--- src/rtl/wb_pkg.sv ---
// wb_pkg: shared widths, write-request type and arbiter state encoding.
package wb_pkg;
    localparam int REG_W  = 5;
    localparam int DATA_W = 32;
    typedef struct packed {
        logic [REG_W-1:0]  rd;
        logic [DATA_W-1:0] data;
    } wb_req_t;
    typedef enum logic {ST_NORM, ST_FORCE} arb_state_e;
endpackage

--- src/rtl/wb_fifo.sv ---
// wb_fifo: pending long-latency results, with per-entry valid/rd taps for the
// register scoreboard query.
module wb_fifo
    import wb_pkg::*;
#(
    parameter int DEPTH = 4
) (
    input  logic                         clk,
    input  logic                         reset,
    input  logic                         push,
    input  logic                         pop,
    input  wb_req_t                      wr_req,
    output wb_req_t                      head,
    output logic                         empty,
    output logic [$clog2(DEPTH):0]       count,
    output logic [DEPTH-1:0]             ent_valid,
    output logic [DEPTH-1:0][REG_W-1:0]  ent_rd
);
    localparam int AW = $clog2(DEPTH);
    wb_req_t [DEPTH-1:0] mem_q, mem_d;
    logic [AW-1:0] wr_ptr_q, wr_ptr_d, rd_ptr_q, rd_ptr_d, off;
    logic [AW:0] count_q, count_d;
    logic full, do_push, do_pop;
    always_comb begin
        full = count_q == (AW+1)'(DEPTH);
        empty = count_q == '0;
        do_push = push && !full;
        do_pop = pop && !empty;
        mem_d = mem_q;
        if (do_push) mem_d[wr_ptr_q] = wr_req;
        wr_ptr_d = wr_ptr_q + AW'(do_push);
        rd_ptr_d = rd_ptr_q + AW'(do_pop);
        count_d = count_q + (AW+1)'(do_push) - (AW+1)'(do_pop);
        head = mem_q[rd_ptr_q];
        count = count_q;
        off = '0;
        // a head leaving this cycle no longer blocks a reader
        for (int i = 0; i < DEPTH; i++) begin
            off = AW'(i) - rd_ptr_q;
            ent_valid[i] = ({1'b0, off} < count_q) && !(do_pop && off == '0);
            ent_rd[i] = mem_q[i].rd;
        end
    end
    always_ff @(posedge clk or negedge reset) begin
        if (!reset) begin
            mem_q <= '0;
            wr_ptr_q <= '0;
            rd_ptr_q <= '0;
            count_q <= '0;
        end else begin
            mem_q <= mem_d;
            wr_ptr_q <= wr_ptr_d;
            rd_ptr_q <= rd_ptr_d;
            count_q <= count_d;
        end
    end
endmodule

--- src/rtl/wb_port_arbiter.sv ---
// wb_port_arbiter: shares the RF write port between WB and buffered long-latency results.
// Define WB_ARB_BYPASS_EN to let a result skip an empty FIFO when the WB slot is idle.
module wb_port_arbiter
    import wb_pkg::*;
#(
    parameter int DEPTH      = 4,
    parameter int STARVE_MAX = 8
) (
    input  logic              clk,
    input  logic              reset,
    input  logic              pipe_valid,
    input  logic [REG_W-1:0]  pipe_rd,
    input  logic [DATA_W-1:0] pipe_data,
    output logic              pipe_stall,
    input  logic              lu_valid,
    output logic              lu_ready,
    input  logic [REG_W-1:0]  lu_rd,
    input  logic [DATA_W-1:0] lu_data,
    input  logic [REG_W-1:0]  chk_rs,
    output logic              chk_hit,
    output logic              rf_we,
    output logic [REG_W-1:0]  rf_rd,
    output logic [DATA_W-1:0] rf_data
);
    localparam int CW = $clog2(DEPTH) + 1;
    arb_state_e state_q, state_d;
    logic [7:0] starve_q, starve_d;
    logic rf_we_q, rf_we_d;
    logic [REG_W-1:0] rf_rd_q, rf_rd_d;
    logic [DATA_W-1:0] rf_data_q, rf_data_d;
    logic fifo_empty, push, grant_pipe, grant_fifo, bypass, grant;
    logic [CW-1:0] fifo_count;
    logic [DEPTH-1:0] ent_valid;
    logic [DEPTH-1:0][REG_W-1:0] ent_rd;
    wb_req_t head, req;

    wb_fifo #(.DEPTH(DEPTH)) u_fifo (
        .clk       (clk),
        .reset     (reset),
        .push      (push),
        .pop       (grant_fifo),
        .wr_req    (wb_req_t'({lu_rd, lu_data})),
        .head      (head),
        .empty     (fifo_empty),
        .count     (fifo_count),
        .ent_valid (ent_valid),
        .ent_rd    (ent_rd)
    );

    always_comb begin
        pipe_stall = state_q == ST_FORCE;
        lu_ready = fifo_count != CW'(DEPTH);
        grant_pipe = !pipe_stall && pipe_valid;
        grant_fifo = !fifo_empty && (pipe_stall || !pipe_valid);
`ifdef WB_ARB_BYPASS_EN
        bypass = !pipe_stall && !pipe_valid && fifo_empty && lu_valid;
`else
        bypass = 1'b0;
`endif
        grant = grant_pipe || grant_fifo || bypass;
        push = lu_valid && lu_ready && !bypass;
        req = grant_pipe ? wb_req_t'({pipe_rd, pipe_data}) :
              grant_fifo ? head : wb_req_t'({lu_rd, lu_data});
        rf_we_d = grant && req.rd != '0;
        rf_rd_d = grant ? req.rd : rf_rd_q;
        rf_data_d = grant ? req.data : rf_data_q;
        starve_d = (fifo_empty || grant_fifo) ? '0 :
                   (starve_q == 8'(STARVE_MAX)) ? starve_q : starve_q + 8'd1;
        // the forced slot follows the cycle in which the counter reaches its limit
        state_d = (!pipe_stall && !fifo_empty && !grant_fifo && starve_d == 8'(STARVE_MAX))
                  ? ST_FORCE : ST_NORM;
        chk_hit = 1'b0;
        for (int i = 0; i < DEPTH; i++) chk_hit = chk_hit || (ent_valid[i] && ent_rd[i] == chk_rs);
        chk_hit = chk_hit && chk_rs != '0;
    end

    always_ff @(posedge clk or negedge reset) begin
        if (!reset) begin
            state_q <= ST_NORM;
            starve_q <= '0;
            rf_we_q <= 1'b0;
            rf_rd_q <= '0;
            rf_data_q <= '0;
        end else begin
            state_q <= state_d;
            starve_q <= starve_d;
            rf_we_q <= rf_we_d;
            rf_rd_q <= rf_rd_d;
            rf_data_q <= rf_data_d;
        end
    end

    assign rf_we = rf_we_q;
    assign rf_rd = rf_rd_q;
    assign rf_data = rf_data_q;
endmodule

--- config.mk ---
export PLATFORM = sky130hd
export DESIGN_NAME = wb_port_arbiter
export DESIGN_NICKNAME = d
export VERILOG_FILES = /design/src/rtl/wb_pkg.sv /design/src/rtl/wb_fifo.sv /design/src/rtl/wb_port_arbiter.sv
export SDC_FILE = /design/constraint.sdc
export NUM_CORES = 1
export LEC_CHECK = 0
export ABC_AREA = 1
export BUFFER_PORTS_ARGS = -buffer_cell sky130_fd_sc_hd__buf_4
export CORE_AREA = 10 10 206 111
export DETAILED_ROUTE_END_ITERATION = 12
export DIE_AREA = 0 0 216 121
export GPL_TIMING_DRIVEN = 0
export PLACE_DENSITY = 0.78
export REMOVE_ABC_BUFFERS = 1
export SETUP_SLACK_MARGIN = 0.1
export SYNTH_ARGS = -nofsm -noshare
export SYNTH_HDL_FRONTEND = slang
export SYNTH_SLANG_ARGS = --single-unit
--- constraint.sdc ---
create_clock -name clk -period 6.31 [get_ports clk]
set_input_delay 0.9465 -clock clk [delete_from_list [all_inputs] [get_ports clk]]
set_output_delay 0.9465 -clock clk [all_outputs]
set_load 0.02 [all_outputs]
==> implementation parameters, run 1 <==
Parameter                              Value

Outcome
  Result of the run    complete, no violations

Logic synthesis
  Count of flip-flops with a built-in enable after synthesis    0
  Most common cell in the netlist    sky130_fd_sc_hd__nand2_1
  Cell types with the largest area share after synthesis    sky130_fd_sc_hd__dfrtp_1 54%, sky130_fd_sc_hd__nand2_1 13%, sky130_fd_sc_hd__o21ai_0 4.6%
  Mean area per synthesized cell    8.70 um^2
  Multiplexer area fraction after synthesis    0%
  Post-synthesis cell area    9440 um^2
  Synth Area in Compound Gates    18.4%
  Post-synthesis sequential area ratio    53.5%
  Top cells by count, synth    336 x sky130_fd_sc_hd__nand2_1, 202 x sky130_fd_sc_hd__dfrtp_1, 87 x sky130_fd_sc_hd__o21ai_0, 81 x sky130_fd_sc_hd__inv_1, 70 x sky130_fd_sc_hd__o21ai_1
  Synthesis Warnings    0
  Xor and xnor area share after synthesis    1.48%
  Combinational family with the most area after synthesis    compound AO/OA/AOI/OAI gates
  Fraction of post-synthesis cell area in the top cell type by area    53.5%
  Flip-flop and latch count after synthesis    202
  Adder and majority cell fraction of the synthesized area    2.07%
  Mapped Cells    1086
  Most common flop cell mapped by yosys    sky130_fd_sc_hd__dfrtp_1
  Library cell with the largest summed area after synthesis    sky130_fd_sc_hd__dfrtp_1
  Number of distinct library cells after synthesis    31
  Fraction of registers with async set/reset    100%
  Post-Synth Simple-Gate Area    17.3%

Die
  Standard-cell row count    36
  Effective utilization at floorplan    49.3%
  Core Box Area    19100 um^2
  Die height    121 um
  Top-level I/O count    124
  Die Width    216 um
  Die area    26100 um^2

Finish
  Count of inserted antenna diode cells    0
  Fin nets    1267
  Growth of design area from synthesis to finish    17.5%
  Share of final-layout standard cells stronger than drive strength 1    15.2%

Drt
  Number of nets with antenna violations after routing    0
  Routed wire length    24600 um
  Count of TritonRoute iterations in the first routing pass    7
  Detailed Route Iter0 Violations    701
  Via count of the routed design    7750
  Vias per Instance    5.36
  WL per Instance    17.0 um
  DRC violation count after routing    0

Clock tree
  Number of gates given a new drive strength after cts    0
  Reg clk slew, reported paths    0.06 ns
  Maximum buffer depth of the clock tree    3
  Clock network latency to the later pin of the worst-skew pair    0.49 ns
  Number of CTS-inserted buffers    19
  Setup repair bufs after CTS    0
  CTS Root Buffer Type    sky130_fd_sc_hd__clkbuf_16
  Depth of the CTS H-tree    1
  Number of clock sinks    202
  TritonCTS clock tree    yes
  CTS hold repair buffers    0

Pwr
  Power per unit of standard cell area    504 nW/um^2
  Total power    5590 uW
  Peak supply drop    204 uV
  P_leak    0.00548 uW

Global routing
  Vias in the first global route    7796
  Number of antenna violations at the first check in global routing    0
  Wire length of the first global-routing pass    40800 um
  Largest net degree at the start of global routing    110
  Residual overflow from global routing    0
  Global-route usage over all layers    18.8%

Timing
  Time the worst path needs with I/O delays and setup    4.67 ns
  Final max-slew violation count    0
  Setup repair after global routing missed its margin    no
  Transition time at the pin with the least slew margin    0.987 ns
  Final worst hold slack    0.440 ns
  Setup skew after layout    0.0112 ns
  Relative slew slack    34.2%
  Total of endpoints with negative setup slack in the final report    0
  Highest Clock Rate    214 MHz
  Final-report hold violation count    0
  Final worst-path cycle share    74.1%

Setup path
  Buffers and inverters on the worst path    3
  Data required time of the worst path    5.36 ns
  Standard cell with the maximum stage delay on the critical path    sky130_fd_sc_hd__dfrtp_2
  Largest fanout of any net on the critical path    42
  Crit-path max cell delay    1.02 ns
  Reg2Reg Launch Point    u_fifo.rd_ptr_q[0]$_DFF_PN0_
  Category of the most critical setup path    register to primary output
  Cell breakdown of the critical path    inv_2 -> ha_1 -> ha_1 -> a21oi_1 -> o21ai_0 -> inv_1 -> nand2_1 -> nand2_1 -> nor2_1 -> nor2_1 -> buf_4
  Type of element launching the critical path    register
  Worst Path Arrival    3.73 ns
  Capture point of the worst reg-to-reg path    rf_we$_DFF_PN0_
  Family with the most delay on the worst path    flip-flops
  Slack of the worst reg-to-reg path    3.62 ns
  Worst setup EP type    primary output
  Count of cells along the worst register-to-register path    11

Job
  Number of max-cap violations    0

Placed design
  Detailed placement HPWL    15800 um
  Number of buffers inserted by port buffering    123
  Global placer's final weighted congestion    0.846

Worst hold path
  Tightest Hold Check Type    input pin to asynchronous set/reset pin
==> worst register-to-register path, cell delays in order, from the launching register on <==
cell	delay [ns]
sky130_fd_sc_hd__dfrtp_2	0.80
sky130_fd_sc_hd__buf_12	0.32
sky130_fd_sc_hd__inv_2	0.38
sky130_fd_sc_hd__buf_12	0.31
sky130_fd_sc_hd__nand2_1	0.10
sky130_fd_sc_hd__nand3_1	0.06
sky130_fd_sc_hd__nand3_1	0.22
sky130_fd_sc_hd__nand2_1	0.08
sky130_fd_sc_hd__nor2_1	0.13
sky130_fd_sc_hd__nand3_1	0.08
sky130_fd_sc_hd__nand2_1	0.07
sky130_fd_sc_hd__inv_1	0.04
==> how the worst max path moves through the flow <==
stage / depth (start not counted) / slack [ns] / startpoint / to
global placement: 14 / -1.04 / u_fifo.rd_ptr_q[0]$_DFF_PN0_ / chk_hit
detailed placement: 14 / 2.21 / u_fifo.rd_ptr_q[1]$_DFF_PN0_ / chk_hit
CTS: 14 / 1.71 / u_fifo.rd_ptr_q[1]$_DFF_PN0_ / chk_hit
finish: 11 / 1.64 / u_fifo.rd_ptr_q[1]$_DFF_PN0_ / chk_hit
global route: 14 / 1.42 / u_fifo.rd_ptr_q[1]$_DFF_PN0_ / chk_hit
floorplan: 13 / 1.08 / u_fifo.rd_ptr_q[0]$_DFF_PN0_ / chk_hit
==> final cells by class <==
type | instances | area, um^2
clock buffer | 29 | 543
clock inverter | 4 | 50.0
fill | 1703 | 8040
inverter | 85 | 319
multi-input combinational | 732 | 3740
sequential | 202 | 5060
tap | 266 | 333
timing repair buffer | 129 | 1060
==> power breakdown <==
| group | internal (uW) | total (uW) | switching [uW] |
|---|---|---|---|
| registers | 1870 | 2320 | 451 |
| logic | 840 | 2150 | 1310 |
| clock network | 635 | 1110 | 478 |
==> stage by stage <==
stage                     setup TNS (ns)  cell area (um^2)  setup WS (ns)  cells  utilization [%]
after CTS                              0             11100           1.71   1447             58.0
after detailed placement               0             10500           2.21   1414             54.9
after floorplan                        0              9070           1.08   1019                -
final                                  0             11100           1.64   1447             58.0
after global placement             -1.04             10300          -1.04   1408             54.0
after global routing                   0             11100           1.42   1447             58.0
==> registers in the layout, indices dropped and copies added, names as in the netlist <==
name and flops:
pipe_stall 1, rf_data 32, rf_rd 5, rf_we 1, starve_q 8, u_fifo.count 3, u_fifo.ent_rd 20, u_fifo.mem_q 128
u_fifo.rd_ptr_q 2, u_fifo.wr_ptr_q 2
==> layout by cell type, fill, tap and decap left out, types with 3 or more instances in the layout <==
cell / Yosys / layout
sky130_fd_sc_hd__xnor2_1: 11 / 11
sky130_fd_sc_hd__or2_2: 4 / 4
sky130_fd_sc_hd__o21ai_1: 70 / 70
sky130_fd_sc_hd__dfrtp_1: 202 / 200
sky130_fd_sc_hd__inv_2: 4 / 6
sky130_fd_sc_hd__buf_12: 0 / 5
sky130_fd_sc_hd__ha_1: 14 / 14
sky130_fd_sc_hd__nand4_1: 7 / 7
sky130_fd_sc_hd__clkbuf_8: 0 / 3
sky130_fd_sc_hd__clkbuf_16: 0 / 19
sky130_fd_sc_hd__a21oi_1: 66 / 66
sky130_fd_sc_hd__nand3_1: 33 / 31
sky130_fd_sc_hd__xor2_1: 5 / 5
sky130_fd_sc_hd__inv_1: 81 / 79
sky130_fd_sc_hd__a221o_1: 32 / 32
sky130_fd_sc_hd__o21ai_0: 87 / 87
sky130_fd_sc_hd__nor2_4: 2 / 3
sky130_fd_sc_hd__nand2_2: 2 / 5
sky130_fd_sc_hd__a22oi_1: 32 / 32
sky130_fd_sc_hd__clkbuf_1: 18 / 7
sky130_fd_sc_hd__nor2_1: 23 / 23
sky130_fd_sc_hd__nand2_1: 336 / 333
sky130_fd_sc_hd__buf_4: 8 / 122
==> per-layer routing <==
layer | track usage, % | vias up | part of all wire (%)
li1 | - | 3761 | -
met1 | 26.9 | 3685 | 48
met2 | 28.6 | 266 | 43
met3 | 4.23 | 38 | 7.2
met4 | 3.99 | 0 | 1.6
met5 | 0 | - | 0
==> cells by family (layout without fill, tap and decap cells) <==
kind of cell / after synthesis / after routing
AND/OR/NAND/NOR: 409 / 409
flip-flops: 202 / 202
AO/OA/AOI/OAI: 292 / 292
buffers and inverters: 152 / 247
adder cells (fa/ha/maj): 15 / 15
XOR/XNOR: 16 / 16
Power figures use the tool's default switching activity.
==> run 2, diff against run 1 <==
- clock period: 6.31 -> 4.4 ns (I/O delays scaled with it)
==> run 2 against run 1 <==
Global-route usage hardly changed. Worst setup slack worse by 1.3 ns. Highest routed layer unchanged. Sequential share of layout area hardly changed. Clock-buffer cell count is the same. Sequential power up 44%. Cell count unchanged.
==> implementation parameters, run 2 (synthesized netlist as in run 1, its figures left out) <==
Parameter                              Value

Outcome
  Result of the run    complete, no violations

Global routing
  Wire length of the first global-routing pass    40900 um
  Largest net degree at the start of global routing    110
  Global-route usage over all layers    18.8%
  Vias in the first global route    7785
  Residual overflow from global routing    0
  Number of antenna violations at the first check in global routing    0

Finish
  Fin nets    1267
  Most frequent standard cell in the layout excluding fill and tap cells    sky130_fd_sc_hd__nand2_1
  Fillers    1701
  Largest register by flop count    u_fifo.mem_q
  Non-Filler Instances    1447
  Non-Filler Cell Area, Final    11100 um^2
  Leading cell types in the layout, fill and taps excluded    333 x sky130_fd_sc_hd__nand2_1, 200 x sky130_fd_sc_hd__dfrtp_1, 122 x sky130_fd_sc_hd__buf_4
  Count of inserted antenna diode cells    0
  Growth of design area from synthesis to finish    17.6%
  Flip-flop count of the largest register after layout    128
  Share of final-layout standard cells stronger than drive strength 1    15.2%

Setup path
  Data required time of the worst path    3.74 ns
  Largest fanout of any net on the critical path    42
  Category of the most critical setup path    register to primary output
  Worst setup EP type    primary output
  Type of element launching the critical path    register
  Reg2Reg Launch Point    u_fifo.rd_ptr_q[1]$_DFF_PN0_
  Slack of the worst reg-to-reg path    1.95 ns
  Worst Path Arrival    3.40 ns
  Setup crit start    u_fifo.rd_ptr_q[1]$_DFF_PN0_

Die
  Effective utilization at floorplan    49.3%
  Standard-cell row count    36
  Top-level I/O count    124
  Die Width    216 um
  Die area    26100 um^2
  Die height    121 um
  Core Box Area    19100 um^2

Drt
  DRC violation count after routing    0
  Vias per Instance    5.36
  Routed wire length    24700 um
  Detailed Route Iter0 Violations    725
  WL per Instance    17.1 um
  Count of TritonRoute iterations in the first routing pass    5
  Via count of the routed design    7762
  Number of nets with antenna violations after routing    0

Timing
  Fin worst setup slack    0.336 ns
  Transition time at the pin with the least slew margin    0.915 ns
  Final max-slew violation count    0
  Setup repair after global routing missed its margin    no
  Setup skew after layout    0.00853 ns
  Relative slew slack    38.9%
  Final-report hold violation count    0
  Highest Clock Rate    246 MHz
  Total of endpoints with negative setup slack in the final report    0
  Final worst hold slack    0.164 ns
  Time the worst path needs with I/O delays and setup    4.06 ns
  Final worst-path cycle share    92.4%

Placed design
  Setup slack after placement    0.584 ns
  Detailed placement HPWL    15800 um
  Number of buffers inserted by port buffering    123
  Placed standard-cell area    10500 um^2
  Placed cells    1414
  Global placer's final weighted congestion    0.846

Clock tree
  Depth of the CTS H-tree    1
  TritonCTS clock tree    yes
  CTS hold repair buffers    0
  Number of CTS-inserted buffers    19
  Number of clock sinks    202
  Maximum buffer depth of the clock tree    3
  Reg clk slew, reported paths    0.06 ns
  Clock network latency to the later pin of the worst-skew pair    0.48 ns
  Setup repair bufs after CTS    0
  CTS Root Buffer Type    sky130_fd_sc_hd__clkbuf_16

Pwr
  P_leak    0.00548 uW
  Peak supply drop    291 uV
  Total power    8020 uW
  Power per unit of standard cell area    722 nW/um^2

Worst hold path
  Tightest Hold Check Type    input pin to asynchronous set/reset pin

Job
  Number of max-cap violations    0
[run 2: cell counts in the layout (fill, tap and decap cells not counted)]
No cell type changed its count.
[run 2: area by class of cell]
type                       count  area [um^2]  share of cell area, %
clock buffer                  29          543                   4.89
inverter                      85          322                   2.90
sequential                   202         5060                   45.6
tap                          266          333                   3.00
multi-input combinational    732         3740                   33.7
timing repair buffer         129         1060                   9.53
clock inverter                 4         50.0                  0.451
[run 2: power breakdown]
group	leakage [uW]	internal, uW	switching, uW
combinational	0.00268	1200	1890
sequential	0.00252	2690	649
clock	0.000282	911	684
total	0.00548	4800	3220
[run 2: critical path: stages, from the launching register on]
cell	delay, ns
sky130_fd_sc_hd__dfrtp_4	0.71
sky130_fd_sc_hd__inv_2	0.76
sky130_fd_sc_hd__ha_1	0.39
sky130_fd_sc_hd__ha_1	0.27
sky130_fd_sc_hd__a21oi_1	0.06
sky130_fd_sc_hd__o21ai_0	0.23
sky130_fd_sc_hd__inv_1	0.07
sky130_fd_sc_hd__nand2_1	0.06
sky130_fd_sc_hd__nand2_1	0.05
sky130_fd_sc_hd__nor2_1	0.08
sky130_fd_sc_hd__nor2_1	0.06
sky130_fd_sc_hd__buf_4	0.15
[run 2: path summary, 6_finish.rpt]
check,end,depth (start not counted)
worst max register to register,rf_we$_DFF_PN0_,8
worst min register to register,u_fifo.mem_q[98]$_DFFE_PN0P_,2
worst min-delay path,starve_q[2]$_DFF_PN0_,1
max in group asynchronous,rf_data[7]$_DFFE_PN0P_,2
min in group clk,rf_data[30]$_DFFE_PN0P_,3
worst max-delay path,chk_hit,11
[run 2: what timing repair did]
action                                  4_1_cts  5_1_grt
endpoints found under the setup margin        1        1
hold endpoints to repair                      0        0
cloned                                        0        0
gates resized for setup                       1        3
[run 2: stage by stage]
| step | utilization (%) | setup TNS (ns) |
|---|---|---|
| 4_1_cts | 58.0 | 0 |
| 6_report | 58.0 | 0 |
| 3_3_place_gp | 54.0 | -35.78 |
| 3_5_place_dp | 54.9 | 0 |
| 5_1_grt | 58.0 | 0 |
| 2_1_floorplan | - | -0.548 |
[run 2: per-layer routing]
metal / track usage (%) / routed length, um / vias up / share of wire, %
li1: - / - / 3756 / -
met1: 27.1 / 11700 / 3668 / 47
met2: 28.6 / 10700 / 305 / 43
met3: 4.13 / 1930 / 33 / 7.8
met4: 4.13 / 390 / 0 / 1.6
met5: 0 / 0 / - / 0
